===== config.mk =====
export PLATFORM = sky130hd
export DESIGN_NAME = sparse_match_sequencer
export DESIGN_NICKNAME = d
export VERILOG_FILES = /design/src/rtl/sparse_match_sequencer.sv
export SDC_FILE = /design/constraint.sdc
export NUM_CORES = 1
export LEC_CHECK = 0
export ABC_AREA = 0
export CAP_MARGIN = 20
export CORE_MARGIN = 5
export CORE_UTILIZATION = 58
export DETAILED_ROUTE_END_ITERATION = 8
export HOLD_SLACK_MARGIN = 0.05
export PLACE_DENSITY_LB_ADDON = 0.25
export SLEW_MARGIN = 0
export SYNTH_ARGS = -nofsm -noshare
export SYNTH_HDL_FRONTEND = slang
export SYNTH_SLANG_ARGS = --single-unit

===== constraint.sdc =====
create_clock -name clock -period 11.6 [get_ports clock]
set_input_delay 2.32 -clock clock [delete_from_list [all_inputs] [get_ports clock]]
set_output_delay 2.32 -clock clock [all_outputs]
set_load 0.01 [all_outputs]

===== src/rtl/sparse_match_sequencer.sv =====
// sparse_match_sequencer
//   Walks the set bits of a latched match mask, one beat per cycle, and for
//   each match reports the dense lane index plus the compressed-buffer offsets
//   into the weight and activation streams.  An empty match mask still yields
//   exactly one beat (oEmpty=1, oLast=1) so downstream sees one beat per set.
//
// Ports:
//   clock, resetn          single clock, synchronous active-low reset
//   ivalid/iready          input handshake for {bitmaskW, bitmaskA, matchMask}
//   bitmaskW, bitmaskA     weight / activation nonzero masks
//   matchMask              bitmaskW & bitmaskA from the matcher (not re-checked)
//   ovalid/oready          output beat handshake
//   oIndex                 dense lane of the current match
//   oOffsetW, oOffsetA     popcount of the W / A mask below oIndex
//   oLast                  final beat of the current set
//   oEmpty                 current set had no matches
//   oCount                 number of matches in the current set
module sparse_match_sequencer #(
    parameter int unsigned MASK_WIDTH  = 16,
    parameter int unsigned INDEX_WIDTH = 4
) (
    input  logic                   clock,
    input  logic                   resetn,
    input  logic                   ivalid,
    output logic                   iready,
    input  logic [MASK_WIDTH-1:0]  bitmaskW,
    input  logic [MASK_WIDTH-1:0]  bitmaskA,
    input  logic [MASK_WIDTH-1:0]  matchMask,
    output logic                   ovalid,
    input  logic                   oready,
    output logic [INDEX_WIDTH-1:0] oIndex,
    output logic [INDEX_WIDTH-1:0] oOffsetW,
    output logic [INDEX_WIDTH-1:0] oOffsetA,
    output logic                   oLast,
    output logic                   oEmpty,
    output logic [INDEX_WIDTH:0]   oCount
);

    localparam logic [0:0] ST_IDLE = 1'b0;
    localparam logic [0:0] ST_EMIT = 1'b1;

    logic [0:0]            state;
    logic [MASK_WIDTH-1:0] reg_w;
    logic [MASK_WIDTH-1:0] reg_a;
    logic [MASK_WIDTH-1:0] remaining;
    logic [INDEX_WIDTH:0]  count_q;
    logic                  empty_q;
    logic                  last_q;

    logic [INDEX_WIDTH-1:0] cur_idx;
    logic                   found;
    logic [MASK_WIDTH-1:0]  low_mask;
    logic [INDEX_WIDTH:0]   pop_w;
    logic [INDEX_WIDTH:0]   pop_a;
    logic                   emit_last;

    function automatic logic [INDEX_WIDTH:0] popcount(input logic [MASK_WIDTH-1:0] v);
        logic [INDEX_WIDTH:0] c;
        c = '0;
        for (int unsigned i = 0; i < MASK_WIDTH; i++) begin
            c = c + (INDEX_WIDTH+1)'(v[i]);
        end
        return c;
    endfunction

    // Lowest set bit of remaining, and a mask of all lanes strictly below it.
    always_comb begin
        cur_idx  = '0;
        found    = 1'b0;
        low_mask = '0;
        for (int unsigned i = 0; i < MASK_WIDTH; i++) begin
            if (remaining[i] && !found) begin
                cur_idx = INDEX_WIDTH'(i);
                found   = 1'b1;
            end
        end
        for (int unsigned i = 0; i < MASK_WIDTH; i++) begin
            low_mask[i] = (INDEX_WIDTH'(i) < cur_idx);
        end
        pop_w     = popcount(reg_w & low_mask);
        pop_a     = popcount(reg_a & low_mask);
        // An empty set presents a single beat that is also the last one.
        emit_last = empty_q || (popcount(remaining) == (INDEX_WIDTH+1)'(1));
    end

    assign iready   = resetn && (state == ST_IDLE);
    assign ovalid   = (state == ST_EMIT);
    assign oIndex   = cur_idx;
    assign oOffsetW = pop_w[INDEX_WIDTH-1:0];
    assign oOffsetA = pop_a[INDEX_WIDTH-1:0];
    // In IDLE oLast holds the value of the final beat of the previous set.
    assign oLast    = (state == ST_EMIT) ? emit_last : last_q;
    assign oEmpty   = empty_q;
    assign oCount   = count_q;

    always_ff @(posedge clock) begin
        if (!resetn) begin
            state     <= ST_IDLE;
            reg_w     <= '0;
            reg_a     <= '0;
            remaining <= '0;
            count_q   <= '0;
            empty_q   <= 1'b0;
            last_q    <= 1'b0;
        end else if (state == ST_IDLE) begin
            if (ivalid && iready) begin
                reg_w     <= bitmaskW;
                reg_a     <= bitmaskA;
                remaining <= matchMask;
                count_q   <= popcount(matchMask);
                empty_q   <= (matchMask == '0);
                state     <= ST_EMIT;
            end
        end else begin
            if (oready) begin
                remaining <= remaining & (remaining - MASK_WIDTH'(1));
                if (emit_last) begin
                    last_q <= 1'b1;
                    state  <= ST_IDLE;
                end
            end
        end
    end

endmodule

==> summary.txt <==
Die
  – Die X: 93.6 um
  – # IOs: 73
  – Core Area: 6790 sq um
  – Initial Utilization: 0.597
  – Row cnt: 30
  – Die ar.: ~9000 sq um
  – Die height: around 94 um

Global route
  – Global-route usage over all layers: 0.244
  – Antenna violations before repair: 0
  – GRT overflow: 0
  – Largest net degree at the start of global routing: slightly below 60
  – Global-route wire length before repair: 17.1 mm
  – Vias in the first global route: 3577

Synth
  – Top cells by area, synth: dfxtp_1, fa_1, nand2_1
  – Most frequent cells after synthesis: nand2_1, inv_1, dfxtp_1
  – Synth async-reset ratio: 0
  – Synth Cell Area: between 4000 and 5000 sq um
  – Yosys Warn Count: 0
  – Synth Flop Type: dfxtp_1
  – Syn Area/Cell: around 8.4 sq um
  – Synth top area share: 0.266
  – Cell variety after synth: 57
  – Cells after synthesis: between 400 and 500
  – Post-synthesis sequential area ratio: 0.266
  – Yosys top cell by area: dfxtp_1
  – EDFF count, synth: 0
  – Mapped Nets: about 600
  – Synthesis-stage register bit count: 54
  – Count leader, synth: nand2_1

Detailed routing
  – Detailed Routing Iterations Pass 1: 5
  – DR iter-0 viols: 300
  – Via-per-instance ratio: 5.61
  – Wire length per cell: around 16 um
  – Final ANT Viol Nets: 0
  – Met2 WL post-DR: ~4.7 mm
  – Drt total wl: 9.97 mm
  – Wl on met1: between 4 and 5 mm
  – # DRC: 0
  – Total length of routed met3 wires: roughly 700 um
  – Via count: 3596
  – Max layer used: met4

Status
  – Status: finished, final reports clean

Setup path
  – Worst path cell trace: inv_1 > ha_1 > nor3b_4 > o211ai_4 > a31oi_4 > o21ai_2 > a211o_1 > and2_1 > fa_1 > fa_1 > fa_1 > inv_1 > fa_1 > inv_1 > fa_1 > inv_1 > fa_1 > inv_1 > clkdlybuf4s50_1
  – Levels on crit path: 19
  – CP Capture Point: oOffsetW[1]
  – Crit-path leading delay family: adder cells
  – RR Startpoint: remaining[9]
  – Setup crit end kind: primary output
  – Setup Crit Path Kind: reg2out
  – Crit start category: register
  – CP peak stage delay: approximately 0.56 ns
  – Critical Path AT: just over 6 ns
  – Worst R2R Setup Slack: around 7.6 ns
  – Worst path bufs/invs: 6
  – CP max stage cell: fa_1
  – Critical Path RT: 9.28 ns
  – Crit path launch: remaining[0]
  – Worst R2R End: last_q
  – Worst r2r path cells: 12
  – Maximum fanout along the worst path: 9
  – Most frequent CP cell: fa_1

Finish
  – Reg area: around 1100 sq um
  – Share of cells above drive strength 1: 0.0477
  – Post-Layout Cell Count: roughly 640
  – Final Instance Area: between 4000 and 5000 sq um
  – Area of the multi-input gates: approximately 2600 sq um
  – Nets: between 600 and 700
  – Number of fill cells in the layout: ~550
  – Area Overhead vs Synth: 20.8%
  – ANT cells: 0
  – Post-layout utilization of the core: 0.721

Clock network
  – Number of gates resized after cts: 0
  – CTS root buf: clkbuf_8
  – Clock Latency Late Sink: about 0.32 ns
  – Post-CTS Hold Buffers: 0
  – Clk sinks: 54
  – Worst-case clock buffer depth: 2
  – Htree depth: 2
  – Post-CTS Setup Inserts: 0
  – Worst-path clk slew: 0.12 ns
  – CTS tree: yes
  – TritonCTS Buffers: 5

Power
  – Leakage: roughly 2.2 nW
  – Worst vdd ir: 0.0907 mV
  – Pwr/cell area: between 100 and 150 nW/um^2

Timing
  – Fmax: ~0.12 GHz
  – Max_slew headroom: 0.529
  – Max-slew violations: 0
  – RSZ-0062 raised after global routing: no
  – Setup TNS: 0 ns
  – Slew @ Worst Pin: ~0.70 ns
  – Hold Violations, Final: 0
  – Finish-stage setup viols: 0
  – Final worst path period need: around 8.5 ns
  – Crit share post-route: 0.736
  – Setup Skew: about 0.022 ns

Placement
  – Placement Cell Area: slightly below 5000 sq um
  – Placed Cells: between 600 and 700
  – I/O Buffers: 70
  – Gpl congestion: approximately 0.9
  – HPWL after detailed placement: 7.88 mm

Flow run
  – Maxcap violations: 0

Min path
  – HP Class: reg2reg
==> cell type report <==
cell class | count | share of cell area
clock inverter | 3 | 0.00587
sequential | 54 | 0.221
clock buffer | 5 | 0.0140
timing repair buffer | 74 | 0.148
multi-input combinational | 348 | 0.540
tap | 96 | 0.0245
inverter | 61 | 0.0467
==> kinds of logic (layout without fill, tap and decap cells) <==
kind of cell | Yosys count | count (layout) | synth area share
and+or+nand+nor | 213 | 213 | 0.255
xor gates and xnor gates | 4 | 4 | 0.00864
muxes | 1 | 1 | 0.00278
buffers and inverters | 83 | 143 | 0.0814
AOI/OAI and AO/OA | 71 | 71 | 0.130
DFF | 54 | 54 | 0.266
adders and majority gates | 59 | 59 | 0.256
==> worst min-delay path by stage <==
| stage | startpoint | endpoint | slack, ns | cells past startpoint |
|---|---|---|---|---|
| 2_1_floorplan | reg_a[0] | reg_a[0] | 0.43 | 2 |
| 3_3_place_gp | reg_w[4] | reg_w[4] | 0.44 | 2 |
| 3_5_place_dp | reg_w[7] | reg_w[7] | 0.44 | 2 |
| 4_1_cts | reg_w[7] | reg_w[7] | 0.46 | 2 |
| 5_1_grt | reg_w[7] | reg_w[7] | 0.48 | 2 |
| 6_report | reg_w[7] | reg_w[7] | 0.46 | 2 |
==> worst register-to-register path, stage by stage, from the launching register on <==
cell,delay (ns)
dfxtp_1,0.61
fa_1,0.53
fa_1,0.48
fa_1,0.51
inv_1,0.05
fa_1,0.47
inv_1,0.04
ha_1,0.20
fa_1,0.44
nor4b_1,0.24
a21oi_1,0.13
nor2_1,0.15
o21a_1,0.12
==> flip-flops by register name, summed over array words and instances (netlist names) <==
name and flops:
ovalid 1, reg_w 15, remaining 16, oEmpty 1, oCount 5, reg_a 15, last_q 1
==> through the flow <==
step	power [mW]	setup slack, ns	hold slack, ns
floorplan	0.477	4.23	0.429
global placement	0.584	3.52	0.438
detailed placement	0.601	3.42	0.442
CTS	0.715	3.06	0.459
global route	0.774	2.76	0.478
finish	0.711	3.07	0.457
==> metal layers <==
| layer | track usage | vias up |
|---|---|---|
| met5 | 0 | - |
| li1 | - | 1705 |
| met2 | 0.386 | 151 |
| met3 | 0.0523 | 12 |
| met1 | 0.346 | 1728 |
| met4 | 0.0505 | 0 |
==> report_power, final <==
group          leakage (nW)  total [mW]  switching (mW)  internal, mW
Sequential            0.444       0.230          0.0239         0.206
Combinational          1.72       0.365           0.195         0.169
Clock                0.0502       0.117          0.0717        0.0450
Total                  2.22       0.711           0.291         0.420
==> cells in the final DEF (no fill, tap or decap), drive strengths merged, types with 2 or more instances in the layout <==
cell / instances
nand2: 98
clkdlybuf4s50: 69
inv: 62
dfxtp: 54
nand3: 42
fa: 40
o21ai: 21
nor2: 20
ha: 19
and2: 17
a21oi: 11
nor2b: 8
a32o: 7
nor4: 6
clkbuf: 5
o211ai: 5
buf: 5
nand2b: 4
or3: 4
o21a: 4
nand4: 3
a21o: 3
xnor2: 3
o2111ai: 2
or2: 2
a211o: 2
and3: 2
a21boi: 2
clkinv: 2
nor3b: 2
a31oi: 2
o31ai: 2
(Power assumes the default switching activity.)
